--- src/rtl/dec_pkg.sv ---
// Shared decode constants for the 16-bit-family decode stage: opcode values,
// format-bit position and the registered instruction-class flags.
package dec_pkg;

   localparam int MOP_W = 4;

   // Memory/jump opcodes (format bit set)
   localparam logic [MOP_W-1:0] MOP_JMP_LIM = 4'd6;
   localparam logic [MOP_W-1:0] MOP_LI      = 4'd6;
   localparam logic [MOP_W-1:0] MOP_LM      = 4'd7;
   localparam logic [MOP_W-1:0] MOP_ST      = 4'd8;
   localparam logic [MOP_W-1:0] MOP_LDIP    = 4'd9;

   // ALU opcodes (format bit clear); 1..6 and 8..16 are register-writing ops
   localparam logic [31:0] OP_NOP      = 32'd0;
   localparam logic [31:0] OP_ADD      = 32'd1;
   localparam logic [31:0] OP_RW_A_HI  = 32'd6;
   localparam logic [31:0] OP_RW_B_LO  = 32'd8;
   localparam logic [31:0] OP_RW_B_HI  = 32'd16;
   localparam logic [31:0] OP_SHOWR    = 32'd18;
   localparam logic [31:0] OP_SHOWRSEG = 32'd19;
   localparam logic [31:0] OP_CMP      = 32'd20;

   typedef struct packed {
      logic rw;
      logic is_jump;
      logic is_load;
      logic is_store;
      logic illegal;
   } dec_cls_t;

   function automatic int fmt_bit(input int inst_w);
      return inst_w - 1;
   endfunction

   function automatic dec_cls_t classify(input logic fmt, input logic [MOP_W-1:0] mop,
                                         input logic [31:0] aluop);
      dec_cls_t c;
      c = '0;
      if (fmt) begin
         if (mop < MOP_JMP_LIM) begin
            c.is_jump = 1'b1;
         end else if (mop == MOP_LI || mop == MOP_LM || mop == MOP_LDIP) begin
            c.is_load = 1'b1;
            c.rw      = 1'b1;
         end else if (mop == MOP_ST) begin
            c.is_store = 1'b1;
         end else begin
            c.illegal = 1'b1;
         end
      end else begin
         if ((aluop >= OP_ADD && aluop <= OP_RW_A_HI) ||
             (aluop >= OP_RW_B_LO && aluop <= OP_RW_B_HI) || aluop == OP_CMP) begin
            c.rw = 1'b1;
         end else if (!(aluop == OP_NOP || aluop == OP_SHOWR || aluop == OP_SHOWRSEG)) begin
            c.illegal = 1'b1;
         end
      end
      return c;
   endfunction

endpackage

--- src/rtl/dec_scoreboard.sv ---
// Pending-load register scoreboard: one bit per register, set when a load
// leaves decode and cleared on writeback; queried with a register-use mask.
module dec_scoreboard
   import dec_pkg::*;
#(
   parameter int  REG_W = 3,
   localparam int NREG  = 2**REG_W
) (
   input  logic             clk,
   input  logic             rst,
   input  logic             set_en,
   input  logic [REG_W-1:0] set_idx,
   input  logic             clr_en,
   input  logic [REG_W-1:0] clr_idx,
   input  logic [NREG-1:0]  use_mask,
   output logic             hit
);

   logic [NREG-1:0] pending;
   logic [NREG-1:0] set_mask;
   logic [NREG-1:0] clr_mask;
   logic [NREG-1:0] busy;

   always_comb begin
      set_mask = '0;
      clr_mask = '0;
      if (set_en) set_mask[set_idx] = 1'b1;
      if (clr_en) clr_mask[clr_idx] = 1'b1;
      // a writeback this cycle already frees the register for the query
      busy = pending & ~clr_mask;
      hit  = |(use_mask & busy);
   end

   // set is applied after clear so a same-cycle set/clear leaves the bit pending
   always_ff @(posedge clk) begin
      if (rst) pending <= '0;
      else     pending <= (pending & ~clr_mask) | set_mask;
   end

endmodule

--- src/rtl/dec_stage.sv ---
// Registered instruction-decode stage: valid/ready handshake, field and class
// decode, and load-use stall against the pending-register scoreboard.
module dec_stage
   import dec_pkg::*;
#(
   parameter int  INST_W  = 16,
   parameter int  REG_W   = 3,
   localparam int ADDR_W  = INST_W - 5 - REG_W,
   localparam int ALUOP_W = INST_W - 1 - 2*REG_W
) (
   input  logic               i_clk,
   input  logic               i_rst,
   input  logic               i_flush,
   input  logic               i_valid,
   input  logic [INST_W-1:0]  i_inst,
   output logic               o_ready,
   output logic               o_valid,
   input  logic               i_ready,
   output logic [ALUOP_W-1:0] o_aluOp,
   output logic [REG_W-1:0]   o_in1,
   output logic [REG_W-1:0]   o_in2,
   output logic [MOP_W-1:0]   o_aluOp_1,
   output logic [REG_W-1:0]   o_in_2,
   output logic [ADDR_W-1:0]  o_in_1,
   output logic               o_rw,
   output logic               o_isJump,
   output logic               o_isLoad,
   output logic               o_isStore,
   output logic               o_illegal,
   input  logic               i_wb_valid,
   input  logic [REG_W-1:0]   i_wb_idx
);

   localparam int NREG = 2**REG_W;
   localparam int FMT  = fmt_bit(INST_W);

   logic [ALUOP_W-1:0] aluop_d;
   logic [REG_W-1:0]   in1_d;
   logic [REG_W-1:0]   in2_d;
   logic [MOP_W-1:0]   mop_d;
   logic [REG_W-1:0]   rin_d;
   logic [ADDR_W-1:0]  imm_d;
   logic [REG_W-1:0]   dst;
   logic               alu_src;
   logic [NREG-1:0]    use_mask;
   dec_cls_t           cls;
   dec_cls_t           cls_q;
   logic               sb_hit;
   logic               held_hit;
   logic               hazard;
   logic               fire_in;
   logic               leave;

   always_comb begin
      aluop_d  = i_inst[INST_W-2 -: ALUOP_W];
      in1_d    = i_inst[2*REG_W-1 -: REG_W];
      in2_d    = i_inst[REG_W-1:0];
      mop_d    = i_inst[INST_W-2 -: MOP_W];
      rin_d    = i_inst[INST_W-6 -: REG_W];
      imm_d    = i_inst[ADDR_W-1:0];
      cls      = classify(i_inst[FMT], mop_d, 32'(aluop_d));
      alu_src  = !i_inst[FMT] && !cls.illegal;
      // loads write the memory-format register field, ALU ops write in1
      dst      = i_inst[FMT] ? rin_d : in1_d;
      use_mask = '0;
      for (int i = 0; i < NREG; i++) begin
         if (alu_src && (in1_d == REG_W'(i) || in2_d == REG_W'(i))) use_mask[i] = 1'b1;
         if (cls.is_store && rin_d == REG_W'(i))                     use_mask[i] = 1'b1;
         if (cls.rw && dst == REG_W'(i))                             use_mask[i] = 1'b1;
      end
   end

   // a load still held here is not in the scoreboard yet, so check it directly
   assign held_hit = o_valid & cls_q.is_load & use_mask[o_in_2];
   assign hazard   = sb_hit | held_hit;
   assign o_ready  = (!o_valid | i_ready) & !hazard & !i_flush;
   assign fire_in  = i_valid & o_ready;
   assign leave    = o_valid & i_ready & !i_flush & cls_q.is_load;

   dec_scoreboard #(.REG_W(REG_W)) u_sb (
      .clk      (i_clk),
      .rst      (i_rst),
      .set_en   (leave),
      .set_idx  (o_in_2),
      .clr_en   (i_wb_valid),
      .clr_idx  (i_wb_idx),
      .use_mask (use_mask),
      .hit      (sb_hit)
   );

   always_ff @(posedge i_clk) begin
      if (i_rst) begin
         o_valid   <= 1'b0;
         o_aluOp   <= '0;
         o_in1     <= '0;
         o_in2     <= '0;
         o_aluOp_1 <= '0;
         o_in_2    <= '0;
         o_in_1    <= '0;
         cls_q     <= '0;
      end else if (fire_in) begin
         o_valid   <= 1'b1;
         o_aluOp   <= aluop_d;
         o_in1     <= in1_d;
         o_in2     <= in2_d;
         o_aluOp_1 <= mop_d;
         o_in_2    <= rin_d;
         o_in_1    <= imm_d;
         cls_q     <= cls;
      end else if (i_ready || i_flush) begin
         o_valid <= 1'b0;
      end
   end

   assign o_rw      = cls_q.rw;
   assign o_isJump  = cls_q.is_jump;
   assign o_isLoad  = cls_q.is_load;
   assign o_isStore = cls_q.is_store;
   assign o_illegal = cls_q.illegal;

endmodule

--- config.mk ---
export PLATFORM = sky130hd
export DESIGN_NAME = dec_stage
export DESIGN_NICKNAME = d
export VERILOG_FILES = /design/src/rtl/dec_pkg.sv /design/src/rtl/dec_scoreboard.sv /design/src/rtl/dec_stage.sv
export SDC_FILE = /design/constraint.sdc
export NUM_CORES = 1
export LEC_CHECK = 0
export ABC_CLOCK_PERIOD_IN_PS = 3900
export CORE_ASPECT_RATIO = 0.7
export CORE_MARGIN = 5
export CORE_UTILIZATION = 48
export CTS_CLUSTER_SIZE = 24
export DETAILED_ROUTE_END_ITERATION = 10
export PLACE_DENSITY = 0.89
export SYNTH_ARGS = -nofsm -noshare
export SYNTH_HDL_FRONTEND = slang
export SYNTH_SLANG_ARGS = --single-unit
--- constraint.sdc ---
create_clock -name i_clk -period 3.9 [get_ports i_clk]
set_input_delay 0.78 -clock i_clk [delete_from_list [all_inputs] [get_ports i_clk]]
set_output_delay 0.78 -clock i_clk [all_outputs]
set_load 0.02 [all_outputs]
==> metrics.yaml, run 1 <==
fin_crit_ps: 3845
grt_use_total_pct: 31.36
cts.htree.levels: 2
synth_ff_type: "dfxtp_1"
rows: 20
synth_cells: 302
firstDrtPassIters: 5
p_sw_share_pct: 31.52
status: "complete, no violations"
cp-start-kind: "input pin"
slew_headroom_pct: 52.97
ir_worst_vdd_uv: 251.5
wirelength_um: 10080
finalInstanceArea_mm2: 0.003548
antenna_cells: 0
skew_ps: 13.73
top_layer_used: "met4"
hold_violations: 0
place.gp.congestion: 0.9667
grt_pass1_wl_um: 14970
cts_tree: "built"
cap_violations: 0
place_area_mm2: 0.003222
arrival_ps: 3060
initial_core_util_pct: 50.51
insertion_delay_ps: 300
drive_gt1_share_pct: 29.12
pre_cts_ws_ps: -510.3
hold_path_class: "flip-flop to flip-flop"
place_hpwl_um: 6764
nNetsFinal: 443
fin_crit_sh_pct: 98.58
leakage_nw: 1.351
clock-sinks: 29
endpoint_kind: "output pin"
dieArea_mm2: 0.006118
clockRootBuffer: "clkbuf_8"
drc_errors: 0
io_buffer_count: 61
fillCellCount: 291
synth_seq_cells: 29
final_cell_mix: "buf_4 (85), clkdlybuf4s50_1 (49), a21oi_1 (38)"
wl_per_cell_um: 21.26
antenna_found_initial: 0
core-area_mm2: 0.004404
synthArstFlopShare_pct: 0
cts_made_buffers: 5
synth_cell_type_count: 57
path_max_fanout: 3
switchingPower_uw: 294.4
grt_pass1_vias: 2995
worstMarginPinSlew_ps: 699.0
met1_length_um: 3893
seqPwrFrac_pct: 33.7
wl_met2_um: 4419
grt_max_degree: 22
ant_nets: 0
ys.warnings.count: 0
worstPathRequired_ps: 3120
syn_area_per_cell_um2: 7.366
cts_hold_buf: 0
io-pin-count: 62
setup_viol: 0
power.share.clock_pct: 37.2
drv_slew: 0
syn-cell-area_mm2: 0.002225
setup_slack_ps: 55.24
areaGrowthSynthToFinish_pct: 59.50
synthesis.nets: 327
die_h_um: 66.96
crit_type: "input pin to output pin"
drt_iter0_drc: 414
met3_length_um: 1277
final_common_cell: "buf_4"
pwr-share-comb_pct: 29.1
power_density_mw_per_mm2: 263.2
synth_edf_count: 0
overflow: 0
viasPerCell: 6.574
vias: 3116
path_clk_slew_ps: 70
clockBufferDepth: 2
ys_seq_area_share_pct: 26.10
p_int_uw: 639.7
die_x_um: 91.37
max_freq_mhz: 260.1
[repair_timing]
| item | 4_1_cts | 5_1_grt |
|---|---|---|
| endpoints found under the setup margin | 1 | 1 |
| resized for setup | 26 | 13 |
| setup buffers | 5 | 4 |
| gates cloned | 1 | 0 |
| pin swaps | 11 | 15 |
[cell usage after synthesis (2+ instances only)]
master / number / area share (%)
nor3b_1: 3 / 1.0
o21ai_0: 28 / 6.3
nor4_2: 3 / 1.7
a31oi_1: 3 / 0.84
nand2b_1: 7 / 2.0
o21a_1: 3 / 1.0
a2111oi_2: 2 / 1.3
mux2i_1: 2 / 0.90
nor2_1: 10 / 1.7
a32oi_1: 3 / 1.2
buf_6: 5 / 2.5
nand3b_1: 3 / 1.0
or3_1: 2 / 0.56
nor3_1: 12 / 2.7
clkbuf_1: 6 / 1.0
a21oi_1: 39 / 8.8
a311oi_1: 2 / 0.79
nand3_1: 30 / 6.7
nand4bb_1: 2 / 1.0
o32ai_1: 2 / 0.79
nand4_1: 6 / 1.7
clkbuf_2: 2 / 0.45
nor4_1: 2 / 0.56
buf_4: 17 / 5.7
o211ai_1: 3 / 1.0
o22ai_1: 6 / 1.7
nor2b_1: 4 / 1.1
nand2_1: 25 / 4.2
o31ai_1: 2 / 0.67
dfxtp_1: 29 / 26
inv_1: 6 / 1.0
buf_2: 8 / 1.8
[routing by layer]
metal  vias up  track usage (%)
met5         -                0
met4         0            13.92
met3        75            10.50
met2       271            50.99
met1      1424            37.84
li1       1346                -
[cell families (layout without fill, tap and decap cells)]
family	after synthesis	in the layout	share of synthesized area, %
flops	29	29	26.10
compound gates	105	105	29.14
simple gates	120	120	30.48
mux	3	3	1.575
buf+inv	45	162	12.71
[flip-flops by register name, indices dropped and copies added (netlist names)]
name and cells:
o_isJump 1, o_valid 1, o_in1 2, o_rw 1
o_in_1 2, o_illegal 1, o_isLoad 1, o_aluOp 9
o_in2 2, o_isStore 1, u_sb.pending 8
[worst max-delay path, cell delays in order]
cell and delay [ps]:
clkdlybuf4s50_1 460, nand2b_1 210, buf_4 160, o22ai_2 200
nor3_1 110, a2111oi_2 340, nand3_2 170, nor4_4 330
nor2_1 110, buf_4 170
[layout make-up]
class | instances | area [um^2] | area share, %
multi-input cells | 228 | 1481 | 41.75
clock buffers | 6 | 82.58 | 2.327
clock inverters | 2 | 37.54 | 1.058
repair buffers | 148 | 1275 | 35.93
flip-flops and latches | 29 | 580.6 | 16.36
inverters | 6 | 22.52 | 0.6347
well taps | 55 | 68.82 | 1.939
[final timing paths]
path | startpoint | end | slack, ps | cells past startpoint
max reg2reg | o_aluOp[3] | o_aluOp[8] | 1130 | 10
min | o_isStore | o_isStore | 490 | 2
max | i_inst[3] | o_ready | 60 | 10
min reg2reg | o_isStore | o_isStore | 490 | 2
[power by group through the flow]
stage                     clock network [mW]  logic [mW]  registers (mW)
after global routing                   0.359       0.282           0.316
final                                  0.347       0.272           0.315
after floorplan                            0       0.106           0.330
after CTS                              0.344       0.253           0.314
after detailed placement                   0       0.238           0.321
after global placement                     0       0.235           0.321
[through the flow]
stage / power, mW / hold slack, ps / std cells / TNS [ps] / util (%)
6_report: 0.9341 / 485.8 / 474 / 0 / 80.57
3_3_place_gp: 0.5556 / 460.8 / 456 / -527.1 / 73.15
3_5_place_dp: 0.5586 / 474.4 / 456 / -510.3 / 73.15
4_1_cts: 0.9114 / 486.5 / 470 / 0 / 78.81
5_1_grt: 0.9573 / 520.2 / 474 / -15.85 / 80.57
2_1_floorplan: 0.4356 / 467.8 / 302 / 0 / -
No activity file was read; power rests on OpenSTA's default activity.
==> run 2, diff against run 1 <==
--- a/config.mk
+++ b/config.mk
@@ -5,13 +5,13 @@
 export SDC_FILE = /design/constraint.sdc
 export NUM_CORES = 1
 export LEC_CHECK = 0
-export ABC_CLOCK_PERIOD_IN_PS = 3900
 export CORE_ASPECT_RATIO = 0.7
 export CORE_MARGIN = 5
 export CORE_UTILIZATION = 48
 export CTS_CLUSTER_SIZE = 24
 export DETAILED_ROUTE_END_ITERATION = 10
 export PLACE_DENSITY = 0.89
+export SKIP_CTS_REPAIR_TIMING = 1
 export SYNTH_ARGS = -nofsm -noshare
 export SYNTH_HDL_FRONTEND = slang
 export SYNTH_SLANG_ARGS = --single-unit
==> run 2 against run 1 <==
The flow now finishes with violations (negative setup slack). Register-to-register slack better by 80 ps. Die area stayed put. Worst hold slack better by 3.6 ps. Sequential cell count stayed put. Clock-buffer cell count stayed put. Combinational power is 2% lower. Power is 0.46% lower. Sequential power hardly changed. Maximum frequency is 1.9% lower.
==> metrics.yaml, run 2 (synthesis results as in run 1) <==
areaGrowthSynthToFinish_pct: 57.65
place_hpwl_um: 6764  # unchanged
ff_latch_area_um2: 580.6  # unchanged
ant_nets: 0  # unchanged
wl_per_cell_um: 20.84  # -2.0%
whs_ps: 489.3  # +3.582 ps
multiInputGateArea_mm2: 0.001461  # -1.4%
crit_slowest_cell: "clkdlybuf4s50_1"
rows: 20  # unchanged
die_h_um: 66.96  # unchanged
slew_headroom_pct: 53.31  # +0.34 points
cts_tree: "built"
dieArea_mm2: 0.006118  # unchanged
arrival_ps: 3140  # +80 ps
crit_type: "input pin to output pin"
min_path_cells: 2  # unchanged
final_cell_mix: "buf_4 (79), clkdlybuf4s50_1 (49), a21oi_1 (38)"
cts_made_buffers: 5  # unchanged
worstMarginPinSlew_ps: 693.9  # -5.104 ps
grt_pass1_vias: 2847  # -4.9%
insertion_delay_ps: 300  # about the same
worstPathRequired_ps: 3120  # about the same
io_buffer_count: 61  # unchanged
fillCellCount: 286  # -1.7%
regMostFlops: "o_aluOp"
drt_iter0_drc: 492  # +19%
drv_slew: 0  # unchanged
max_freq_mhz: 255.1  # -1.9%
cap_violations: 0  # unchanged
skew_ps: 11.81  # -1.923 ps
setup_slack_ps: -19.81  # -75.04 ps
final_common_cell: "buf_4"
nNetsFinal: 438  # -1.1%
vias: 3022  # -3.0%
violations: "negative setup slack"
wirelength_um: 9773  # -3.0%
firstDrtPassIters: 6  # +1
largest_register_ff_count: 9  # unchanged
cp-start-kind: "input pin"
r2r_cells: 9  # -1
place.gp.congestion: 0.9667  # unchanged
path_max_fanout: 3  # unchanged
hold_violations: 0  # unchanged
fin_tns_setup_ps: -19.81  # -19.81 ps
overflow: 0  # unchanged
place_area_mm2: 0.003222  # unchanged
path_clk_slew_ps: 70  # about the same
core-area_mm2: 0.004404  # unchanged
grt_use_total_pct: 28.97  # -2.4 points
cts.htree.levels: 2  # unchanged
fin_crit_sh_pct: 100.5  # +1.9 points
leakage_nw: 1.358  # +0.51%
fin_crit_ps: 3920  # +75.04 ps
antenna_cells: 0  # unchanged
viasPerCell: 6.443  # -2.0%
clockBufferDepth: 2  # unchanged
clockRootBuffer: "clkbuf_8"
endpoint_kind: "output pin"
grt_max_degree: 22  # unchanged
clock-sinks: 29  # unchanged
grt_pass1_wl_um: 13940  # -6.9%
finalInstanceArea_mm2: 0.003507  # -1.2%
io-pin-count: 62  # unchanged
power_density_mw_per_mm2: 265.1  # +0.72%
final_cells: 469  # -1.1%
placed_cells: 456  # unchanged
status: "complete, but fails checks"
path_cells: "clkdlybuf4s50_1 -> nand2b_1 -> buf_4 -> o22ai_1 -> buf_4 -> a31oi_2 -> nand4_1 -> o2111ai_2 -> nor4_2 -> nor2_1 -> buf_2"
pre_cts_ws_ps: -510.3  # unchanged
path_common_cell: "buf_4"
setup_viol: 1  # +1
antenna_found_initial: 0  # unchanged
ir_worst_vdd_uv: 251.6  # about the same
hold_path_class: "flip-flop to flip-flop"
die_x_um: 91.37  # unchanged
initial_core_util_pct: 50.51  # unchanged
drive_gt1_share_pct: 27.54  # -1.6 points
largest_registers: "o_aluOp (9), u_sb.pending (8)"
max_stage_delay_ps: 460  # about the same
drc_errors: 0  # unchanged
[run 2: area by class of cell]
class,count,area share (%)
inverter,6,0.6422
tap,55,1.962
clock buffer,6,2.355
multi-input combinational,228,41.67
sequential,29,16.55
clock inverter,2,1.070
timing repair buffer,143,35.75
[run 2: routing by layer]
layer	track usage, %	share of wire (%)	vias to the layer above
met5	0	0	-
met4	10.44	5.0	0
met3	8.126	14	66
met2	47.21	43	262
met1	36.68	37	1362
li1	-	-	1332
[run 2: worst paths after layout]
check                                start          to  slack (ps)
worst max-delay path             i_inst[3]     o_ready         -20
worst min-delay path             o_isStore   o_isStore         490
worst max register to register  o_aluOp[3]  o_aluOp[2]        1210
worst min register to register   o_isStore   o_isStore         490
[run 2: through the flow]
stage / power (mW) / util (%)
final: 0.9298 / 79.63
after global routing: 0.9521 / 79.63
after CTS: 0.8982 / 75.88
after detailed placement: 0.5586 / 73.15
after global placement: 0.5556 / 73.15
after floorplan: 0.4356 / -
[run 2: critical path: cells and delay by family]
family                 cells  cell delay [ps]
buffers and inverters      4              970
AOI/OAI and AO/OA          3              590
and+or+nand+nor            4              810
[run 2: report_power, final]
part           total [mW]  switching (mW)  internal (mW)
Clock               0.349           0.141          0.208
Combinational       0.266           0.141          0.125
Sequential          0.315         0.00911          0.306
==> run 3, diff against run 2 <==
--- a/config.mk
+++ b/config.mk
@@ -6,7 +6,6 @@
 export NUM_CORES = 1
 export LEC_CHECK = 0
 export CORE_ASPECT_RATIO = 0.7
-export CORE_MARGIN = 5
 export CORE_UTILIZATION = 48
 export CTS_CLUSTER_SIZE = 24
 export DETAILED_ROUTE_END_ITERATION = 10
==> constraint.sdc (replaced) <==
create_clock -name i_clk -period 3.9 [get_ports i_clk]
set_input_delay 1.17 -clock i_clk [delete_from_list [all_inputs] [get_ports i_clk]]
set_output_delay 1.17 -clock i_clk [all_outputs]
set_load 0.02 [all_outputs]
==> run 3 against run 2 <==
Setup slack worse by 740 ps. Critical path type unchanged. Via count is 0.60% lower. Register-to-register slack better by 80 ps. Core utilization is 0.34 points lower. First-iteration DRC count is 46% lower. Highest routed layer unchanged. Global-route usage is 7.8 points higher. Clock-buffer cell count stayed put. The flow still finishes with violations (negative setup slack). Sequential cell count stayed put.
==> metrics.yaml, run 3 (synthesis results as in run 1) <==
die_x_um: 83.37  # -8.8%
die_h_um: 58.96  # -12%
final_common_cell: "buf_4"
drt_iter0_drc: 264  # -46%
path_clk_slew_ps: 70  # about the same
violations: "negative setup slack"
path_max_fanout: 4  # +1
worstPathRequired_ps: 2730  # -390 ps
finalInstanceArea_mm2: 0.003492  # -0.43%
place.gp.congestion: 1.001  # +3.5%
hold_path_class: "flip-flop to flip-flop"
antenna_cells: 0  # unchanged
p_int_uw: 635.7  # -0.45%
setup_viol: 1  # unchanged
wirelength_um: 9324  # -4.6%
largest_registers: "o_aluOp (9), u_sb.pending (8)"
initial_core_util_pct: 50.51  # unchanged
nNetsFinal: 436  # -0.46%
pre_cts_ws_ps: -1320  # -809.7 ps
leakage_nw: 1.334  # -1.8%
status: "complete, but fails checks"
place_hpwl_um: 6734  # -0.44%
cts_made_buffers: 5  # unchanged
rrSetupSlack_ps: 1290  # +80 ps
r2r-start: "o_aluOp[3]"
endpoint_kind: "output pin"
viasPerCell: 6.433  # -0.17%
skew_ps: 5.813  # -5.995 ps
wl_per_cell_um: 19.97  # -4.2%
drv_slew: 0  # unchanged
multiInputGateArea_mm2: 0.001469  # +0.51%
fin_crit_sh_pct: 119.5  # +19 points
areaGrowthSynthToFinish_pct: 56.97
power_density_mw_per_mm2: 260.4  # -1.8%
io-pin-count: 62  # unchanged
regMostFlops: "o_aluOp"
cts.htree.levels: 2  # unchanged
max_freq_mhz: 214.6  # -16%
crit_type: "input pin to output pin"
overflow: 0  # unchanged
switchingPower_uw: 273.8  # -6.0%
rsz0062_at_grt: "yes"
pwr-share-comb_pct: 28.6  # about the same
seqPwrFrac_pct: 34.7  # +0.9 points
clockBufferDepth: 2  # unchanged
rows: 20  # unchanged
drc_errors: 0  # unchanged
cts_tree: "built"
post-route-util_pct: 79.29  # -0.34 points
setup_slack_ps: -760.6  # -740.8 ps
fin_crit_ps: 4661  # +740.8 ps
firstDrtPassIters: 5  # -1
clockRootBuffer: "clkbuf_8"
hold_violations: 0  # unchanged
clock-sinks: 29  # unchanged
largest_register_ff_count: 9  # unchanged
slew_headroom_pct: 48.12  # -5.2 points
worstMarginPinSlew_ps: 771.0  # +77.13 ps
final_cell_mix: "buf_4 (81), clkdlybuf4s50_1 (51), a21oi_1 (38)"
power.share.clock_pct: 36.7  # -0.8 points
fillCellCount: 291  # +1.7%
core-area_mm2: 0.004404  # unchanged
grt_pass1_vias: 2687  # -5.6%
grt_use_total_pct: 36.73  # +7.8 points
ant_nets: 0  # unchanged
dieArea_mm2: 0.004916  # -20%
io_buffer_count: 61  # unchanged
grt_max_degree: 22  # unchanged
ir_worst_vdd_uv: 202.3  # -20%
cap_violations: 0  # unchanged
p_sw_share_pct: 30.11  # -1.2 points
arrival_ps: 3490  # +350 ps
grt_pass1_wl_um: 13810  # -0.95%
hold_start: "o_isStore"
cp-start-kind: "input pin"
vias: 3004  # -0.60%
ff_latch_area_um2: 580.6  # unchanged
drive_gt1_share_pct: 28.16  # +0.62 points
place_area_mm2: 0.003256  # +1.0%
cp-startpoint: "i_inst[12]"
antenna_found_initial: 0  # unchanged
insertion_delay_ps: 290  # about the same
[run 3: cell type report]
class	instances	area share, %
Sequential cell	29	16.62
Multi-Input combinational cell	228	42.06
Clock inverter	2	1.075
Tap cell	55	1.971
Clock buffer	6	2.365
Timing Repair Buffer	141	35.26
Inverter	6	0.6449
[run 3: per-layer routing]
metal  vias to the layer above  GRT usage [%]  wire, um
li1                       1328              -         -
met1                      1418          49.02      3873
met2                       234          59.72      4158
met3                        24          9.958      1124
met4                         0          8.867       168
met5                         -              0         0
[run 3: power by group through the flow]
stage	Clock [mW]	Combinational, mW	Sequential [mW]
final	0.334	0.260	0.315
after global routing	0.350	0.272	0.316
after CTS	0.333	0.245	0.315
after detailed placement	0	0.242	0.321
after global placement	0	0.238	0.320
after floorplan	0	0.110	0.330
[run 3: critical path, stage by stage]
cell and delay, ps:
clkdlybuf4s50_1 480, or2_4 150, nor4_4 30, buf_4 170, buf_4 140, buf_4 150, a32oi_2 200, o32ai_1 140
nor4_2 360, nand3_1 180, nor2_4 160, buf_4 150
[run 3: path summary, 6_finish.rpt]
path / end / depth (start not counted)
min reg2reg: o_isStore / 2
min: o_isStore / 2
max: o_ready / 12
max reg2reg: o_aluOp[4] / 8
[run 3: per-stage QoR]
step	setup TNS [ps]	cells	hold WS (ps)	power (mW)
after floorplan	-185.4	302	467.8	0.4391
after global placement	-6086	456	459.6	0.5582
after detailed placement	-7481	456	474.2	0.5633
after CTS	-2169	464	484.0	0.8923
after global routing	-831.1	467	520.1	0.9381
final	-760.6	467	473.1	0.9095
